<file path="src/rtl/safe_sequencer.sv">
// Combination-lock sequencer: collects 8 scrambled characters and opens when they match KEY.
// Optional lockout after repeated failures is enabled by defining SAFE_LOCKOUT_EN.
module safe_sequencer #(
  parameter logic [55:0] KEY            = 56'h0AAFEF4BE2DBCC,
  parameter int unsigned MAX_FAILS      = 3,
  parameter int unsigned LOCKOUT_CYCLES = 1024
) (
  input  logic       clk,
  input  logic       rst_n,
  input  logic       in_valid,
  input  logic [6:0] in_data,
  output logic       in_ready,
  input  logic       clear,
  output logic       open_safe,
  output logic       busy,
  output logic       locked_out,
  output logic [3:0] fail_count
);

  localparam logic [2:0] COLLECT = 3'd0;
  localparam logic [2:0] CHECK   = 3'd1;
  localparam logic [2:0] OPEN    = 3'd2;
  localparam logic [2:0] FAIL    = 3'd3;
`ifdef SAFE_LOCKOUT_EN
  localparam logic [2:0] LOCKOUT = 3'd4;
`endif

  logic [2:0]  state_q, state_d;
  logic [2:0]  slot_q, slot_d;
  logic [2:0]  count_q, count_d;
  logic [3:0]  fail_q, fail_d;
  logic        open_q, open_d;
  logic [6:0]  mem_q [8];
  logic        accept;
  logic [3:0]  fail_inc;
  logic [55:0] magic;
  logic [55:0] word;
`ifdef SAFE_LOCKOUT_EN
  logic [15:0] timer_q, timer_d;
`else
  logic        unused_cfg;
  assign unused_cfg = ^{32'(MAX_FAILS), 32'(LOCKOUT_CYCLES)};
`endif

  assign in_ready   = (state_q == COLLECT);
  assign accept     = in_valid & in_ready & ~clear;
  assign busy       = (state_q == CHECK) || (state_q == FAIL);
  assign open_safe  = open_q;
  assign fail_count = fail_q;
`ifdef SAFE_LOCKOUT_EN
  assign locked_out = (state_q == LOCKOUT);
`else
  assign locked_out = 1'b0;
`endif

  assign fail_inc = (fail_q == 4'd15) ? 4'd15 : fail_q + 4'd1;
  assign magic    = {mem_q[0], mem_q[5], mem_q[6], mem_q[2],
                     mem_q[4], mem_q[3], mem_q[7], mem_q[1]};
  assign word     = {magic[9:0], magic[41:22], magic[21:10], magic[55:42]};

  always_comb begin
    state_d = state_q;
    slot_d  = slot_q;
    count_d = count_q;
    fail_d  = fail_q;
    open_d  = 1'b0;
`ifdef SAFE_LOCKOUT_EN
    timer_d = timer_q;
`endif
    case (state_q)
      COLLECT: begin
        if (clear) begin
          slot_d  = 3'd0;
          count_d = 3'd0;
        end else if (accept) begin
          if (count_q == 3'd7) begin
            state_d = CHECK;
            slot_d  = 3'd0;
            count_d = 3'd0;
          end else begin
            slot_d  = slot_q + 3'd5;
            count_d = count_q + 3'd1;
          end
        end
      end
      CHECK: begin
        if (clear) begin
          state_d = COLLECT;
        end else if (word == KEY) begin
          state_d = OPEN;
          fail_d  = 4'd0;
        end else begin
          state_d = FAIL;
        end
      end
      OPEN: begin
        // open_safe drops on the same edge the state leaves OPEN
        if (clear) state_d = COLLECT;
        else       open_d  = 1'b1;
      end
      FAIL: begin
        state_d = COLLECT;
        if (!clear) begin
          fail_d = fail_inc;
`ifdef SAFE_LOCKOUT_EN
          if ({28'd0, fail_inc} >= MAX_FAILS) begin
            state_d = LOCKOUT;
            timer_d = 16'(LOCKOUT_CYCLES - 1);
          end
`endif
        end
      end
`ifdef SAFE_LOCKOUT_EN
      LOCKOUT: begin
        if (timer_q == 16'd0) begin
          state_d = COLLECT;
          fail_d  = 4'd0;
        end else begin
          timer_d = timer_q - 16'd1;
        end
      end
`endif
      default: state_d = COLLECT;
    endcase
  end

  always_ff @(posedge clk or negedge rst_n) begin
    if (!rst_n) begin
      state_q <= COLLECT;
      slot_q  <= 3'd0;
      count_q <= 3'd0;
      fail_q  <= 4'd0;
      open_q  <= 1'b0;
      for (int i = 0; i < 8; i++) mem_q[i] <= 7'd0;
`ifdef SAFE_LOCKOUT_EN
      timer_q <= 16'd0;
`endif
    end else begin
      state_q <= state_d;
      slot_q  <= slot_d;
      count_q <= count_d;
      fail_q  <= fail_d;
      open_q  <= open_d;
      if (accept) mem_q[slot_q] <= in_data;
`ifdef SAFE_LOCKOUT_EN
      timer_q <= timer_d;
`endif
    end
  end

endmodule
</file>
<file path="config.mk">
export PLATFORM = sky130hd
export DESIGN_NAME = safe_sequencer
export DESIGN_NICKNAME = d
export VERILOG_FILES = /design/src/rtl/safe_sequencer.sv
export SDC_FILE = /design/constraint.sdc
export NUM_CORES = 1
export LEC_CHECK = 0
export CORE_ASPECT_RATIO = 1.5
export CORE_MARGIN = 2
export CORE_UTILIZATION = 38
export CTS_CLUSTER_SIZE = 10
export DETAILED_ROUTE_END_ITERATION = 12
export GPL_TIMING_DRIVEN = 0
export PLACE_DENSITY = 0.6
export SLEW_MARGIN = 20
export SYNTH_ARGS = -nofsm -noshare
export SYNTH_HDL_FRONTEND = slang
export SYNTH_SLANG_ARGS = --single-unit
export TNS_END_PERCENT = 100
</file>
<file path="constraint.sdc">
create_clock -name clk -period 2.4 [get_ports clk]
set_clock_uncertainty 0.05 [all_clocks]
set_input_delay 0.48 -clock clk [delete_from_list [all_inputs] [get_ports clk]]
set_output_delay 0.48 -clock clk [all_outputs]
set_load 0.02 [all_outputs]
</file>
-- Word level (Yosys, flattened, before mapping)
Cells that the tools add are included.
- bitwise logic cells: 4
- magnitude comparators: 2
- eq/ne operators: 13
- muxes and demuxes: 23
- reductions and logical operators: 8
- $add $sub $neg: 3
- operators with widths (kind ; count):
    56-bit bitwise mux ; 1
    56-bit by 52-bit equality test with 1-bit output, second input constant ; 1
    3-bit two-way mux ; 10
    7-bit demux with 3-bit select ; 1
    4-bit two-way mux ; 4
    3-bit one-hot mux with 3 select lines ; 1
    2-bit inequality test, second input constant ; 4
    4-bit one-hot mux with 2 select lines ; 1
    4-bit AND reduction ; 2
    7-bit two-way mux ; 1
    3-bit by 2-bit equality test with 1-bit output, second input constant ; 2
    2-bit by 1-bit inequality test with 1-bit output, second input constant ; 3
    4-bit by 1-bit adder with 4-bit output, second input constant ; 1
    4-bit equality test, second input constant ; 1
    4-bit >= comparator, second input constant ; 1
    4-bit by 1-bit < comparator with 1-bit output, second input constant ; 1
    3-bit NOT with 4-bit output ; 1
    2-bit nonzero test ; 2
    3-bit by 1-bit adder with 3-bit output, second input constant ; 1
    3-bit adder, second input constant ; 1
    3-bit by 1-bit equality test with 1-bit output, second input constant ; 1
    3-bit equality test, second input constant ; 1
    3-bit logical NOT ; 1
    1-bit two-way mux ; 3
    other kinds (6) ; 7
- output and inout bits: 8
- bits of input ports: 11
- register bits after elaboration: 70

-- Longest topological paths before layout
- depth after elaboration: 6
- depth in mapped cells: 6

-- Worst setup path before layout
No wires, ideal clock.
- kind: register to register
- start: register mem_q (netlist bit magic[32])
- end: register fail_q[0] (netlist: fail_count[0])
- stages on the path, launching flop included: 6
- required time: 2225 ps
- arrival time: 2047 ps
- period minus slack after synthesis: 2222 ps
- setup slack: 178 ps
- path buffers: 0
- cell sequence: dfrtp_1 > nand4b_1 > or4_1 > or4_4 > a21o_1 > mux2_4
- longest elaborated chain between the ends: 3
- RTL lines (what ; RTL line ; source):
    start, declared ; 33 ; logic [6:0] mem_q [8];
    start signal, assigned by index ; 144 ; if (accept) mem_q[slot_q] <= in_data;
    56-bit by 52-bit equality test with 1-bit output ; 89 ; end else if (word == KEY) begin
    2-bit by 1-bit inequality test with 1-bit output (no source line) ; -- ;
    4-bit AND reduction (no source line) ; -- ;
    end signal, assigned ; 142 ; fail_q <= fail_d;
    end, declared ; 31 ; logic [3:0] fail_q, fail_d;
Every way passes these cells.
A chain may end at the register's enable or synchronous reset.

-- Final worst setup path
Ends and elaborated chain as after synthesis.

==> run_results.csv <==
group,metric,value,unit
run_status,status,"completed",
floorplan,die_height,112,um
sta,hold_viol_final,0,
route,wirelength,5740,um
global_routing,grt_usage,15.2,%
clock_tree,htree_num_levels,3,
global_routing,antenna_found_initial,0,
finish,drive_above_1_share,15.4,%
route,drt_iter0_drc,102,
route,maxUsedRoutingLayer,"met4",
pwr,p_sw,704,uW
worst_setup_path,r2r_cells,5,
place,portBuffers,17,
finish,antenna_cells,0,
clock_tree,cts_buffer_depth,2,
sta,period_needed,2350,ps
place,dpl.hpwl,3850,um
worst_setup_path,crit_chain,"nand4b_1 > or4_1 > or4_4 > a21o_4 > mux2_4",
route,firstDrtPassIters,3,
place,globalplace.congestion,0.789,
floorplan,rows,39,
worst_setup_path,critPathMaxFanout,4,
clock_tree,clk_latency,330,ps
synthesis,synthCells,207,
floorplan,start_util,39.0,%
clock_tree,clk_pin_slew,50,ps
floorplan,core_area,7560,um2
sta,slew_headroom,64.7,%
worst_setup_path,crit_type,"register to register",
pwr,seqPwrFrac,48.7,%
global_routing,grt_pass1_vias,1867,
finish,nets,257,
place,dp_slack,-638,ps
synthesis,synth_cell_types,37,
sta,worst_pin_slew,530,ps
global_routing,grt_pass1_wl,9770,um
sta,fin_crit_sh,97.7,%
synthesis,avgSynthCellArea,14.3,um2
sta,setup_violations,0,
worst_setup_path,worst_setup_path_start_kind,"register",
synthesis,syn-num-nets,222,
worst_setup_path,worstPathRequired,2560,ps
route,wire_per_inst,16.5,um
pwr,p_leak,1.67,nW
worst_setup_path,endpoint_kind,"register",
worst_setup_path,max_stage_delay,570,ps
clock_tree,cts_hold_buffers,0,
hold_path,min_path_type,"input pin to asynchronous set/reset pin",
sta,setup_ws,54.5,ps
clock_tree,cts_buffers,9,
pwr,power_frac_comb,11.2,%
global_routing,grt_max_degree,41,
place,placed_area,3270,um2
floorplan,io_pins,19,
route,met1_length,2320,um
floorplan,dieArea,8500,um2
route,antenna_left,0,
route,route.detailed.drc,0,
route,routed-wl-met3,155,um
sta,hold_slack,30.8,ps
pwr,p_int,2.43,mW
route,wl_met2,3140,um
pwr,power.share.clock,40.1,%
worst_setup_path,startpoint,"magic[32]",
route,vias_per_cell,5.15,
pwr,vdd_drop_max,0.492,mV
route,num_vias,1799,
clock_tree,cts_tree,"done",
finish,syn_to_final_growth,25.5,%
global_routing,gr-total-overflow,0,
sta,maxSlewViolCount,0,
clock_tree,clock_sinks,69,
finish,final_area,3700,um2
floorplan,die_w,76.0,um
synthesis,synth_seq_area_share,58.5,%
job,max-cap-violations,0,
clock_tree,cts_root_buffer,"clkbuf_16",
worst_setup_path,critical_path_arrival,2510,ps
pwr,power_density,845,nW/um2
worst_setup_path,r2r_start,"magic[32]",
synthesis,netlist_area,2950,um2
sta,clock.fmax,0.426,GHz
worst_setup_path,slowest_stage,"or4_4",
synthesis,yosysWarnings,0,
pwr,p_sw_share,22.5,%
synthesis,synth-seq-cells,69,
-- worst paths after layout --
kind | end | slack, ps
worst min-delay path | fail_count[0] | 30
worst min register to register | magic[39] | 420
worst max register to register | fail_count[0] | 50
min in group clk | magic[39] | 420
max in group asynchronous | magic[31] | 1730
worst max-delay path | fail_count[0] | 50
-- metal layers --
metal,GRT usage (%),up-vias
li1,-,836
met1,18.0,930
met2,25.8,22
met3,3.73,11
met4,7.64,0
met5,0,-
-- registers in the layout (all words and copies together), names as in the netlist --
| signal | count |
|---|---|
| count_q | 3 |
| fail_count | 4 |
| magic | 56 |
| open_safe | 1 |
| slot_q | 3 |
| state_q | 2 |
-- synth_stat cells --
master | number | area (um2)
a211oi_1 | 2 | 15.0
a21o_1 | 2 | 15.0
a21oi_1 | 2 | 10.0
a22o_1 | 4 | 35.0
a31oi_1 | 1 | 6.26
and2_1 | 1 | 6.26
and3_1 | 1 | 6.26
and4_1 | 1 | 8.76
buf_4 | 2 | 15.0
clkbuf_1 | 4 | 15.0
conb_1 | 1 | 3.75
dfrtp_1 | 69 | 1730
ha_1 | 4 | 50.1
inv_1 | 3 | 11.3
mux2_1 | 56 | 631
mux2_2 | 1 | 11.3
mux2_4 | 2 | 30.0
nand2_1 | 6 | 22.5
nand2b_1 | 3 | 18.8
nand3_1 | 3 | 15.0
nand3b_1 | 2 | 15.0
nand4_1 | 4 | 25.0
nand4b_1 | 3 | 26.3
nor2_1 | 7 | 26.3
nor2b_1 | 2 | 12.5
nor3_1 | 1 | 5.00
nor3_2 | 1 | 10.0
nor3b_2 | 2 | 25.0
nor4b_1 | 3 | 26.3
nor4b_2 | 1 | 15.0
nor4bb_1 | 5 | 50.1
o21ai_1 | 2 | 10.0
o22a_1 | 2 | 17.5
o31ai_1 | 1 | 7.51
or4_1 | 1 | 7.51
or4_4 | 1 | 11.3
xnor2_1 | 1 | 8.76
-- critical path, delay by kind of cell (launching register included) --
| kind | cells | cell delay [ps] |
|---|---|---|
| simple gates | 3 | 1260 |
| flops | 1 | 370 |
| mux | 1 | 290 |
| compound gates | 1 | 260 |
-- logic make-up after synthesis --
logic type | share of synthesized area [%]
AO/OA/AOI/OAI | 3.94
XOR/XNOR | 0.297
adder cells (fa/ha/maj) | 1.70
buffers and inverters | 1.40
flip-flops | 58.5
multiplexers | 22.8
other | 0.127
AND/OR/NAND/NOR | 11.3
-- final cells by class --
class	count	area, um2
clock buffers	16	292
multi-input cells	129	1240
repair buffers	25	278
inverters	3	11.3
fillers	678	3860
flip-flops and latches	69	1730
well taps	102	128
plain buffers	5	26.3
-- power by group through the flow --
stage	Sequential, mW	Clock, mW	Combinational, mW
after floorplan	1.50	0	0.233
after global placement	1.54	0	0.313
after detailed placement	1.54	0	0.332
after CTS	1.52	1.28	0.352
after global routing	1.55	1.35	0.395
final	1.52	1.26	0.349
-- cell usage in the layout (no fill, tap or decap), types with 3 or more instances in the layout --
cell type / n
mux2_1: 56
inv_1: 3
clkdlybuf4s50_1: 16
buf_12: 4
dfrtp_1: 69
clkbuf_16: 9
nand4b_1: 3
clkbuf_8: 4
nor4bb_1: 5
a22o_1: 4
nor2_1: 6
nand4_1: 4
nand2_1: 5
ha_1: 4
clkbuf_1: 6
buf_4: 7
-- per-stage QoR --
step,power (mW),std cells,util [%],setup TNS [ps]
final,3.13,349,49.0,0
after global routing,3.30,349,49.0,-35.4
after CTS,3.16,348,48.6,0
after detailed placement,1.87,327,43.2,-30640
after global placement,1.85,326,43.0,-138310
after floorplan,1.74,207,-,0
-- what timing repair did --
| item | in CTS | in global routing |
|---|---|---|
| pin swaps | 5 | 1 |
| endpoints found under the setup margin | 56 | 36 |
| buffers inserted | 5 | 2 |
| hold endpoints to repair | 0 | 0 |
| gates resized for setup | 7 | 4 |
(Power assumes the default switching activity.)
==> edit 1, RTL diff (config.mk and constraints unchanged) <==
The option `SAFE_LOCKOUT_EN` is turned on by a define.
--- a/src/rtl/safe_sequencer.sv
+++ b/src/rtl/safe_sequencer.sv
@@ -1,4 +1,6 @@
 // Combination-lock sequencer: collects 8 scrambled characters and opens when they match KEY.
 // Optional lockout after repeated failures is enabled by defining SAFE_LOCKOUT_EN.
+`define SAFE_LOCKOUT_EN
+
 module safe_sequencer #(
   parameter logic [55:0] KEY            = 56'h0AAFEF4BE2DBCC,
Behaviour: same outputs for any inputs over 10 cycles, from zero or initial values and one cycle with rst_n low; that may be too few to reach the edited logic, so the function may still have changed.
==> edit 1 against the unedited design <==
Utilization shrank 1.4 points; worst setup slack lost 0.048 ns; highest routed layer unchanged; power grew 36%; routed wire length grew 47%; final area grew 31%; sequential cell count grew 17; largest power group unchanged; synthesized area grew 35%; worst hold slack gained 0.032 ns.
==> edit 1: results (changes against the unedited design) <==
The area after detailed placement is 4370 µm² (+34%). Global routing usage on met2: 0.282 (+0.0239). Sorting the synthesized cells by how often they occur yields dfrtp_1 (86), mux2_2 (57), nand2_1 (24). The tools report the worst-case register-to-register setup slack as 0.006 ns (-0.05 ns). The buffer count from post-CTS setup fixing came out at 13 (+8). The transition time at the pin with the least slew margin was 0.557 ns (+0.0270 ns). The logs give 1.32 mW (+5%) for the clock distribution power and 182 µm (+17%) for the total met3 wirelength after detailed routing. The run gives 918 (+35%) as the filler cell count.

The share of the synthesized area in compound gates (AO/OA/AOI/OAI) is 0.0574 (+0.0179). The run gives 383 (+49%) as the final net count. Ranked by total cell area, the synthesized netlist is headed by dfrtp_1 (54%), mux2_2 (16%), xor2_1 (2.6%). Total routing resource utilization after global routing: 0.162 (+0.00958). The leakage dissipation was 2.07 nW (+24%). The worst-path maximum fanout was 7 (+3); the via count of the first global-routing pass was 2815 (+51%). The routability-driven placement congestion ratio came out at 0.775 (-1.8%). The flow ran to the end, and the final reports show no timing, DRC or antenna violations.

The met3 usage in global routing was 0.0344 (-0.00288); the register cell area after layout was 2160 µm² (+25%). The data arrival at the endpoint of the critical path is 2.56 ns (+0.05 ns). The overall routed net length is 8.43 mm (+47%), and the post-detailed-placement half-perimeter wirelength is 5.53 mm (+44%). The logs give 418 MHz (-2.0%) for the highest attainable clock frequency and 0.837 mW (+140%) for the power dissipated in combinational cells.
[edit 1: changes by cell type after synthesis, moves of 12 or more]
| cell | delta |
|---|---|
| xor2_1 | +12 |
| o21ai_0 | +13 |
| mux2_2 | +56 |
| nand2_1 | +18 |
| dfrtp_1 | +17 |
| mux2_1 | -55 |
[edit 1: how the worst min path moves through the flow]
stage | endpoint | slack, ns | cells past startpoint
6_report | magic[4] | 0.06 | 1
5_1_grt | magic[4] | 0.1 | 1
4_1_cts | magic[4] | 0.08 | 1
3_5_place_dp | magic[28] | 0.43 | 1
3_3_place_gp | magic[28] | 0.42 | 1
2_1_floorplan | count_q[0] | 0.13 | 0
[edit 1: cell type report]
class	count	share of cell area
Clock buffer	9	0.0464
Clock inverter	7	0.0111
Timing Repair Buffer	32	0.0689
Inverter	6	0.00464
Sequential cell	86	0.444
Multi-Input combinational cell	225	0.383
Buffer	6	0.00516
Tap cell	141	0.0364
==> edit 2, RTL diff (same flow settings) <==
Made on the original files. Register the output `fail_count` once more, cleared by the reset; this adds one clock of latency there. The other outputs are not delayed to match.
--- a/src/rtl/safe_sequencer.sv
+++ b/src/rtl/safe_sequencer.sv
@@ -47,5 +47,11 @@
   assign busy       = (state_q == CHECK) || (state_q == FAIL);
   assign open_safe  = open_q;
-  assign fail_count = fail_q;
+  always_ff @(posedge clk or negedge rst_n) begin
+    if (!rst_n) begin
+      fail_count <= '0;
+    end else begin
+      fail_count <= fail_q;
+    end
+  end
 `ifdef SAFE_LOCKOUT_EN
   assign locked_out = (state_q == LOCKOUT);
Behaviour: no difference found for any inputs over 10 cycles, from zero or initial values and one cycle with rst_n low; that may be too few to reach the edited logic, so the function may still have changed.
==> edit 2 against the unedited design <==
Critical path type unchanged; largest cell class unchanged; largest power group unchanged; sequential cell count rose by 4; sequential power rose by 5%; maximum frequency rose by 3.5%; final cell count rose by 2.0%; final area rose by 3.1%; utilization fell by 0.66 points; synthesized area rose by 3.9%; critical endpoint is now fail_q[0]; highest routed layer unchanged; worst setup slack improved by 0.080 ns; die area rose by 3.7%; power rose by 5.9%; synthesized cell count rose by 1.9%; routed wire length fell by 1.5%.
==> edit 2: results (changes against the unedited design) <==
The run gives 1895 (+1.5%) as the via count of the first global-routing pass. For the distinct cell type count of the synthesized netlist, the log shows 40 (+8.1%). The routed wire length on met2 is 2.98 mm (-5.1%), and the wire length per cell is 15.9 µm (-3.4%). The longest individual stage delay on the worst path works out to 0.53 ns (-0.04 ns). After synthesis, the cell types taking the most area are dfrtp_1 (60%), mux2_1 (21%), ha_1 (1.6%).

The run gives 3.92 mm (+1.8%) as the post-detailed-placement half-perimeter wirelength. The path class of the tightest hold or removal check is reg -> reg. The average vias per placed instance is 5.04 (-2.3%). For the net count after synthesis, the log shows 226 (+1.8%). The share of the synthesized area in compound gates (AO/OA/AOI/OAI) came out at 0.0412 (+0.00180). By count the netlist is led by dfrtp_1 (73), mux2_1 (56), clkbuf_1 (5), nand2_1 (5), nor4bb_1 (5). The logs give 166 µm (+7.1%) for the total met3 wirelength after detailed routing and 261 (+1.6%) for the final net count.

The run finished with clean final reports. The internal power summed over all cells was 2.57 mW (+6.1%); the layout cell share with drive strength beyond 1 was 0.155 (+0.00153). The critical path's slowest cell was or4_1. The routability-driven placement congestion ratio is 0.763 (-3.4%), and the synthesized-area fraction occupied by adder cells is 0.0163 (-0.000630). For the routed metal-1 wire length, the log shows 2.36 mm (+1.8%).

The tools report the detailed-router iteration count before antenna repair as 4 (+1). Peak ir drop on the vdd network: 0.471 mV (-4.4%). The fraction of synthesized area in multiplexers was 0.219 (-0.00846). Number of DRC markers in iteration 0: 116 (+14%). The run gives 1.73 nW (+3.6%) as the leakage dissipation.
edit 2: power groups by stage:
| stage | clock (mW) | sequential, mW | combinational [mW] |
|---|---|---|---|
| floorplan | 0 | 1.57 | 0.235 |
| global placement | 0 | 1.60 | 0.315 |
| detailed placement | 0 | 1.61 | 0.335 |
| CTS | 1.42 | 1.59 | 0.344 |
| global route | 1.48 | 1.62 | 0.385 |
| finish | 1.39 | 1.59 | 0.340 |
edit 2: through the flow:
step           cell area, µm²  TNS, ns   util  instances  power (mW)
2_1_floorplan            3070        0      -        211        1.81
3_3_place_gp             3370  -152.67  0.426        333        1.92
3_5_place_dp             3390   -27.47  0.429        334        1.95
4_1_cts                  3750        0  0.475        352        3.35
5_1_grt                  3820  -0.0136  0.483        356        3.49
6_report                 3820        0  0.483        356        3.31
edit 2: cells by family (layout without fill, tap and decap cells):
logic type                 count (synthesis)  in the layout
buffers and inverters                     12             52
muxes                                     59             59
other                                      1              1
adders and majority gates                  4              4
DFF                                       73             73
AOI/OAI and AO/OA                         17             17
and+or+nand+nor                           44             44
xor gates and xnor gates                   1              1
edit 2: cell type report:
| cell class | instances | area, µm² |
|---|---|---|
| inverter | 4 | 15.0 |
| fill | 734 | 4090 |
| clock inverter | 7 | 85.1 |
| clock buffer | 9 | 225 |
| sequential | 73 | 1830 |
| timing repair buffer | 25 | 275 |
| multi-input combinational | 126 | 1230 |
| buffer | 7 | 35.0 |
| tap | 105 | 131 |
edit 2: critical path, delay by kind of cell (launching register included):
kind               cells  cell delay [ns]
AOI/OAI and AO/OA      1             0.26
DFF                    1             0.37
muxes                  1             0.29
and+or+nand+nor        3             1.17
edit 2: metal layers:
metal	global-route usage	vias up
li1	-	845
met1	0.171	909
met2	0.253	25
met3	0.0380	14
met4	0.0821	0
met5	0	-
edit 2: worst paths after layout:
check,from,to,slack (ns),cells after the start
setup / recovery,magic[32],fail_q[0],0.13,5
hold / removal,fail_q[3],fail_count[3],0.39,0
setup reg to reg,magic[32],fail_q[0],0.13,5
hold reg to reg,fail_q[3],fail_count[3],0.39,0
max in group asynchronous,rst_n,magic[39],1.23,3
min in group asynchronous,rst_n,fail_q[1],0.51,2
edit 2: timing repair:
action | in CTS | in global routing
endpoints found under the hold margin | 16 | 0
buffers inserted | 1 | 5
pin swaps | 2 | 5
setup endpoints to repair | 57 | 56
hold buffers | 1 | 0
resized for setup | 5 | 2
